`src/rtl/sfp_topk.sv`:
```
// Top-K (furthest) selection stage: accumulates per-lane psums across tiles, then inserts each
// group's lane distances one per cycle into a descending sorted list with a registered read port.
module sfp_topk #(
    parameter int unsigned psum_bw = 16,
    parameter int unsigned col     = 8,
    parameter int unsigned acc_bw  = 20,
    parameter int unsigned K       = 4,
    parameter int unsigned idx_bw  = 11,
    localparam int unsigned CntW   = $clog2(K + 1),
    localparam int unsigned AddrW  = (K > 1) ? $clog2(K) : 1,
    localparam int unsigned LaneW  = (col > 1) ? $clog2(col) : 1
) (
    input  logic                     clk,
    input  logic                     reset,
    input  logic                     acc_in,
    input  logic                     last_in,
    input  logic [psum_bw*col-1:0]   psum_in,
    input  logic [idx_bw-1:0]        base_idx,
    input  logic                     clear,
    output logic                     ready,
    output logic [CntW-1:0]          count,
    input  logic                     rd_en,
    input  logic [AddrW-1:0]         rd_addr,
    output logic                     rd_valid,
    output logic [acc_bw-1:0]        rd_dist,
    output logic [idx_bw-1:0]        rd_idx
);

    typedef enum logic [0:0] {StAccum, StInsert} state_e;

    state_e              state_q, state_d;
    logic                ready_q, ready_d;
    logic [LaneW-1:0]    lane_q, lane_d;
    logic [CntW-1:0]     count_q, count_d;
    logic [acc_bw-1:0]   acc_q [col];
    logic [acc_bw-1:0]   acc_d [col];
    logic [acc_bw-1:0]   buf_dist_q [col];
    logic [acc_bw-1:0]   buf_dist_d [col];
    logic [idx_bw-1:0]   buf_idx_q [col];
    logic [idx_bw-1:0]   buf_idx_d [col];
    logic [acc_bw-1:0]   list_dist_q [K];
    logic [acc_bw-1:0]   list_dist_d [K];
    logic [idx_bw-1:0]   list_idx_q [K];
    logic [idx_bw-1:0]   list_idx_d [K];
    logic                rd_valid_q, rd_valid_d;
    logic [acc_bw-1:0]   rd_dist_q, rd_dist_d;
    logic [idx_bw-1:0]   rd_idx_q, rd_idx_d;

    logic [acc_bw-1:0]   new_dist;
    logic [idx_bw-1:0]   new_idx;
    logic [acc_bw-1:0]   lane_sum;
    logic [K-1:0]        ge;

    function automatic logic [acc_bw-1:0] sat_add(input logic [acc_bw-1:0] a,
                                                  input logic [psum_bw-1:0] b);
        logic [acc_bw:0] s;
        s = {1'b0, a} + {{(acc_bw + 1 - psum_bw){1'b0}}, b};
        return s[acc_bw] ? {acc_bw{1'b1}} : s[acc_bw-1:0];
    endfunction

    always_comb begin
        state_d     = state_q;
        lane_d      = lane_q;
        count_d     = count_q;
        acc_d       = acc_q;
        buf_dist_d  = buf_dist_q;
        buf_idx_d   = buf_idx_q;
        list_dist_d = list_dist_q;
        list_idx_d  = list_idx_q;
        rd_valid_d  = rd_en;
        rd_dist_d   = rd_dist_q;
        rd_idx_d    = rd_idx_q;
        lane_sum    = '0;
        new_dist    = buf_dist_q[lane_q];
        new_idx     = buf_idx_q[lane_q];

        // ge is a prefix mask: valid entries that keep their rank above the new one
        ge = '0;
        for (int k = 0; k < K; k++) begin
            ge[k] = (CntW'(k) < count_q) && (list_dist_q[k] >= new_dist);
        end

        unique case (state_q)
            StAccum: begin
                if (acc_in) begin
                    for (int j = 0; j < col; j++) begin
                        lane_sum = sat_add(acc_q[j], psum_in[psum_bw*j +: psum_bw]);
                        if (last_in) begin
                            buf_dist_d[j] = lane_sum;
                            buf_idx_d[j]  = base_idx + idx_bw'(j);
                            acc_d[j]      = '0;
                        end else begin
                            acc_d[j] = lane_sum;
                        end
                    end
                    if (last_in) begin
                        state_d = StInsert;
                        lane_d  = '0;
                    end
                end
            end
            StInsert: begin
                // Not full: ge[K-1] is 0. Full: insert only if strictly above the tail.
                if (!ge[K-1]) begin
                    if (!ge[0]) begin
                        list_dist_d[0] = new_dist;
                        list_idx_d[0]  = new_idx;
                    end
                    for (int k = 1; k < K; k++) begin
                        if (!ge[k]) begin
                            list_dist_d[k] = ge[k-1] ? new_dist : list_dist_q[k-1];
                            list_idx_d[k]  = ge[k-1] ? new_idx  : list_idx_q[k-1];
                        end
                    end
                    if (count_q < CntW'(K)) begin
                        count_d = count_q + CntW'(1);
                    end
                end
                if (lane_q == LaneW'(col - 1)) begin
                    state_d = StAccum;
                end else begin
                    lane_d = lane_q + LaneW'(1);
                end
            end
            default: state_d = StAccum;
        endcase

        if (rd_en) begin
            if (int'(rd_addr) < int'(count_q)) begin
                rd_dist_d = list_dist_q[rd_addr];
                rd_idx_d  = list_idx_q[rd_addr];
            end else begin
                rd_dist_d = '0;
                rd_idx_d  = '0;
            end
        end

        if (clear) begin
            state_d = StAccum;
            lane_d  = '0;
            count_d = '0;
            for (int j = 0; j < col; j++) begin
                acc_d[j] = '0;
            end
        end

        ready_d = (state_d == StAccum);
    end

    always_ff @(posedge clk) begin
        if (reset) begin
            state_q     <= StAccum;
            ready_q     <= 1'b1;
            lane_q      <= '0;
            count_q     <= '0;
            acc_q       <= '{default: '0};
            buf_dist_q  <= '{default: '0};
            buf_idx_q   <= '{default: '0};
            list_dist_q <= '{default: '0};
            list_idx_q  <= '{default: '0};
            rd_valid_q  <= 1'b0;
            rd_dist_q   <= '0;
            rd_idx_q    <= '0;
        end else begin
            state_q     <= state_d;
            ready_q     <= ready_d;
            lane_q      <= lane_d;
            count_q     <= count_d;
            acc_q       <= acc_d;
            buf_dist_q  <= buf_dist_d;
            buf_idx_q   <= buf_idx_d;
            list_dist_q <= list_dist_d;
            list_idx_q  <= list_idx_d;
            rd_valid_q  <= rd_valid_d;
            rd_dist_q   <= rd_dist_d;
            rd_idx_q    <= rd_idx_d;
        end
    end

    assign ready    = ready_q;
    assign count    = count_q;
    assign rd_valid = rd_valid_q;
    assign rd_dist  = rd_dist_q;
    assign rd_idx   = rd_idx_q;

endmodule

```
`config.mk`:
```
export PLATFORM = sky130hd
export DESIGN_NAME = sfp_topk
export DESIGN_NICKNAME = d
export VERILOG_FILES = /design/src/rtl/sfp_topk.sv
export SDC_FILE = /design/constraint.sdc
export NUM_CORES = 2
export LEC_CHECK = 0
export CAP_MARGIN = 20
export CORE_UTILIZATION = 55
export DETAILED_ROUTE_END_ITERATION = 6
export PLACE_DENSITY = 0.77
export RECOVER_POWER = 100
export SYNTH_ARGS = -nofsm -noshare
export SYNTH_HDL_FRONTEND = slang
export SYNTH_SLANG_ARGS = --single-unit
```
`constraint.sdc`:
```
create_clock -name clk -period 3.75 [get_ports clk]
set_input_delay 0.75 -clock clk [delete_from_list [all_inputs] [get_ports clk]]
set_output_delay 0.75 -clock clk [all_outputs]
set_load 0.02 [all_outputs]
```
## Yosys cells after proc, flatten, opt, wreduce, memory -nomap -nowiden

Index checks and enable logic that the tools add are counted.

- Flip-flop bits (word level): 572
- Output and inout port bits: 36
- Input bits: 147
- Logic and storage cells: 138

- Reductions and logical operators: 13
- Muxes and demuxes: 45
- Add/sub/neg operators: 17
- Equal/unequal tests: 4
- Bitwise gates (word level): 8
- Magnitude comparators: 12

Operators by type and width:

| kind | count |
|---|---|
| $mux W20 | 24 |
| $add A20 B16 Y21 | 8 |
| $mux W11 | 8 |
| $ge A20 B20 Y1 | 4 |
| $bmux W20 S3 | 1 |
| $add A11 B3 Y11 const B | 4 |
| $bmux W20 S2 | 1 |
| $bmux W11 S3 | 1 |
| $add A11 B2 Y11 const B | 2 |
| $bmux W11 S2 | 1 |
| $reduce_and A3 Y1 | 6 |
| $add A11 B1 Y11 const B | 1 |
| $mux W3 | 3 |
| $add A3 B1 Y3 const B | 2 |
| $lt A1 B3 Y1 const A | 2 |
| $lt A2 B3 Y1 const A | 2 |
| $ne A2 B2 Y1 const B | 3 |
| $not A1 Y1 | 6 |
| $pmux W3 S2 | 1 |
| $ge A4 B4 Y1 const B | 1 |
| $logic_and A1 B1 Y1 | 4 |
| $mux W1 | 4 |
| $not A3 Y4 | 1 |
| $reduce_and A2 Y1 | 2 |
| 7 further kinds | 7 |

## Depth between registers and ports, before layout

- Depth after elaboration: 8
- Mapped depth: 16
- Gate-level depth less buffers: 11

## Least setup slack after synthesis

No wires, ideal clock.

- Kind: register -> register
- Start: register lane_q[1]
- End: register list_dist_q[60] (netlist name)
- Path buffers: 5
- Path slack: -304 ps
- Data required time: 3622 ps
- Clock period less this slack: 4054 ps
- Stages on the path, launching flop included: 17
- Data arrival time: 3926 ps
- Library setup time: 128 ps
- Cells stage by stage: dfxtp_1 clkbuf_1 buf_2 clkbuf_1 mux4_2 mux2i_1 ha_1 a21o_1 a21o_1 a21oi_1 a211oi_1 a21o_1 clkbuf_1 a21oi_1 buf_2 mux2i_1 nor2_1

- Longest elaborated chain between the ends: 8
- Elaborated cells between the ends (all ways): 11
- Classes of those cells: order compare: 2; mux: 3; bitwise: 3; reduce/logical: 3

RTL lines:

| element | RTL line | RTL |
|---|---|---|
| from (decl) | 33 | `logic [LaneW-1:0] lane_q, lane_d;` |
| from (signal assigned) | 167 | `lane_q <= lane_d;` |
| $not A3 Y4 (not written as such) (*) | 74 | `new_dist = buf_dist_q[lane_q];` |
| $bmux W20 S3 (*) | 74 |  |
| $mux W20 (not written as such) (*) (2 in a row) | 74 |  |
| $ge A20 B20 Y1 | 80 | `ge[k] = (CntW'(k) < count_q) && (list_dist_q[k] >= new_dist);` |
| $logic_and A1 B1 Y1 | 80 |  |
| $not A1 Y1 (no line) | n/a |  |
| $reduce_and A3 Y1 (no line) | n/a |  |
| to (signal assigned) | 172 | `list_dist_q <= list_dist_d;` |
| to (decl) | 41 | `logic [acc_bw-1:0] list_dist_q [K];` |

Every way passes the cells marked *; elsewhere a longest branch is shown, timed or not. The select of a mux whose other input is x is not followed.
A chain may end at the register's enable or synchronous reset.

## Worst setup path after layout

- Start: register lane_q[0]
- End: register list_idx_q[12] (netlist name)

- Longest elaborated chain between the ends: 8
- Elaborated cells between the ends (all ways): 17
- Classes of those cells: order compare: 3; mux: 7; bitwise: 3; reduce/logical: 4

RTL lines:

| element | RTL line | RTL |
|---|---|---|
| $not A3 Y4 (not written as such) (*) | 74, 75 |  |
| $bmux W20 S3 | 74 |  |
| $mux W20 (not written as such) (2 in a row) | 74 |  |
| $ge A20 B20 Y1 | 80 |  |
| $logic_and A1 B1 Y1 | 80 |  |
| $not A1 Y1 (no line) | n/a |  |
| $reduce_and A3 Y1 (no line) | n/a |  |
| to (signal assigned) | 173 | `list_idx_q <= list_idx_d;` |
| to (decl) | 43 | `logic [idx_bw-1:0] list_idx_q [K];` |

Marks and branches as above.

==> qor.txt <==
core area: 57600 µm²
met2 Usage GRT: 0.470
Synth cell types: 86
Synthesized Nets: 4093
CTS Buffer Depth: 3
async set-or-reset flop fraction in the synthesized netlist: 0
Power, Total: 14.9 mW
Row Count: 88
GRT Max-Usage Layer: met2
Yosys Warn Count: 0
slew margin rel.: -0.583
Worst Path Required: 4280 ps
TNS Setup: -115 ps
Clk pin slew, worst setup/hold paths: 70 ps
Layout Skew: 16.3 ps
Post-synth EDFFs: 0
Clock Sinks: 562
Mapped Cells: 3717
area grow syn2layout: 18.5%
CTS Root Cell: clkbuf_16
Overflow after GRT: 0
die area: 59200 µm²
status: finished, violations left
fin area: 37900 µm²
type of the worst setup path: flop to flop
Post-DP Area: 35300 µm²
synthesized area: 32000 µm²
boundary pin count: 183
number of global-route vias before repair: 26.7k
Die X: 243 µm
number of vias per cell: 6.22
IO Port Bufs: 182
CTS Hold Bufs: 0
CP startpoint kind: flop
GR Util met1: 0.442
fraction of layout cells with a size suffix above 1: 0.115
Clock H-tree levels: 2
GRT Total Usage: 0.307
RSZ-0062 raised after global routing: true
total leakage power: 14.5 nW
Worst Path Max Fanout: 31
pre-CTS setup slack: -71.2 ps
Syn Area/Cell: 8.61 µm²
Via Count: 29.3k
setup ws final: -50.4 ps
largest net degree at the start of global routing: 130
CTS buffer count: 59
Max VDD drop: 0.355 mV
#FFs+latches synth: 562
first-pass GRT wire length: 147000 µm
routed wire length: 94500 µm
Final Setup Violations: 4
final period utilization: 1.01
sequential area share after synthesis: 0.352
HP Class: flop to flop
number of nets with antenna violations after routing: 0
# DRC: 0
met3 Track Usage GR: 0.0487
failing checks: capacitance limit, slew limit, setup timing
Pins Over Slew Limit: 28
Detail Placement HPWL: 65200 µm
measured slew at the worst slew-check pin: 2370 ps
number of nets in the layout: 4270
CP Capture Type: flop
Die Ht: 243 µm
Starting Density: 0.556
Power Dens Cells: 392 nW/µm²
WP data arrival: 4330 ps
DR WL/cell: 20.1 µm
GPL Wtd Cong: 0.938
Main synth FF type: dfxtp_1
drt first pass iters: 6
Max Fclk: 263 MHz
min cycle time layout: 3800 ps
1st-iter DRT viols: 2893
maxcap violations: 1
clk_lat worst skew: 630 ps
final hold vios: 0
initial antenna violation count: 3
CTS tree: built
==> what timing repair did <==
action                                  4_1_cts  5_1_grt
endpoints found under the setup margin       59      115
gates resized for setup                       5       40
gates cloned                                  1        7
buffers inserted                              8        9
pin swaps                                     2        7
==> worst paths after layout <==
path                     to  slack [ps]  startpoint  cells after the start
max          list_idx_q[12]         -50   lane_q[0]                     14
max reg2reg  list_idx_q[12]         -50   lane_q[0]                     14
min              acc_q[132]         450  acc_q[132]                      2
min reg2reg      acc_q[132]         450  acc_q[132]                      2
==> synth_stat cells, types with 6 or more instances <==
cell / n / area, µm²
dfxtp_1: 562 / 11300
nor2_1: 416 / 1560
o21ai_0: 332 / 1660
a21oi_1: 330 / 1650
nand2_1: 279 / 1050
ha_1: 221 / 2770
clkbuf_1: 203 / 762
a211oi_1: 147 / 1100
nand3_1: 104 / 521
mux2i_1: 98 / 981
xnor2_1: 96 / 841
mux4_2: 90 / 2030
inv_1: 85 / 319
a21o_1: 67 / 503
nor3_1: 63 / 315
nor2b_1: 57 / 357
o211ai_1: 43 / 323
xor2_1: 42 / 368
nand2b_1: 41 / 257
o22ai_1: 35 / 219
o21a_1: 32 / 240
or3_1: 28 / 175
buf_2: 25 / 125
a31oi_1: 21 / 131
nand4_1: 21 / 131
o21ai_1: 17 / 85.1
a311oi_1: 16 / 140
buf_1: 16 / 60.1
o21bai_1: 16 / 120
and3_1: 14 / 87.6
and2_1: 13 / 81.3
a2bb2oi_1: 11 / 96.3
mux2_2: 11 / 124
nor4_1: 9 / 56.3
fa_1: 8 / 160
o31ai_1: 8 / 60.1
a211o_1: 7 / 61.3
a22o_1: 7 / 61.3
a41oi_1: 7 / 61.3
a31o_2: 6 / 52.6
and4_1: 6 / 52.6
o31a_1: 6 / 52.6
o41ai_1: 6 / 52.6
==> registers in the layout, indices dropped and copies added (netlist names) <==
signal / flops
state_q: 1
lane_q: 3
count: 3
rd_dist: 20
acc_q: 160
rd_idx: 11
list_idx_q: 44
buf_dist_q: 160
ready: 1
buf_idx_q: 78
rd_valid: 1
list_dist_q: 80
==> layout make-up <==
type / count / area, µm²
Tap cell: 765 / 957
Inverter: 86 / 325
Sequential cell: 562 / 11300
Clock inverter: 25 / 397
Clock buffer: 85 / 1740
Multi-Input combinational cell: 2819 / 19600
Timing Repair Buffer: 366 / 3640
Fill cell: 4582 / 19700
Antenna cell: 1 / 2.50
==> power breakdown <==
group / switching (mW) / total (mW) / internal (mW)
sequential: 0.166 / 6.35 / 6.19
clock: 2.56 / 6.47 / 3.90
combinational: 1.19 / 2.04 / 0.853
==> cells in the final DEF (no fill, tap or decap), types with 43 or more instances in the layout <==
| master | instances |
|---|---|
| dfxtp_1 | 559 |
| nor2_1 | 413 |
| o21ai_0 | 328 |
| a21oi_1 | 325 |
| nand2_1 | 278 |
| ha_1 | 220 |
| clkdlybuf4s50_1 | 179 |
| buf_4 | 144 |
| a211oi_1 | 143 |
| nand3_1 | 102 |
| xnor2_1 | 96 |
| mux2i_1 | 94 |
| mux4_2 | 90 |
| inv_1 | 84 |
| clkbuf_16 | 67 |
| a21o_1 | 66 |
| nor3_1 | 62 |
| nor2b_1 | 56 |
| o211ai_1 | 43 |
==> cells by family (layout without fill, tap and decap cells) <==
family / Yosys count / count (layout) / share of synthesized area
buffers and inverters: 336 / 562 / 0.0415
XOR/XNOR: 138 / 138 / 0.0378
AND/OR/NAND/NOR: 1086 / 1086 / 0.154
adder cells (fa/ha/maj): 229 / 229 / 0.0914
AO/OA/AOI/OAI: 1167 / 1167 / 0.226
other: 0 / 1 / 0
multiplexers: 199 / 199 / 0.0979
flip-flops: 562 / 562 / 0.352
==> stage by stage <==
stage	hold WS [ps]	std cells	utilization
2_1_floorplan	420	3717	-
3_3_place_gp	438	4572	0.613
3_5_place_dp	445	4572	0.613
4_1_cts	454	4691	0.651
5_1_grt	470	4709	0.659
6_report	451	4709	0.659
==> per-layer routing <==
layer | share of wire | vias to the layer above | wire length (µm)
met5 | 0 | - | 0
met4 | 0.032 | 0 | 3010
met3 | 0.092 | 214 | 8670
met2 | 0.44 | 1314 | 41900
met1 | 0.43 | 13800 | 40900
li1 | - | 13900 | -
==> critical path, stage by stage (launching register included) <==
cell and delay (ps):
dfxtp_4 450, buf_8 160, mux4_2 560, mux2i_4 280, buf_4 190, ha_1 230
a21o_1 160, a21o_1 170, a21oi_1 210, nand2_1 80, a311o_1 320, and2_2 230
buf_12 180, mux2i_1 170, a211oi_1 290
Power figures use the tool's default switching activity.
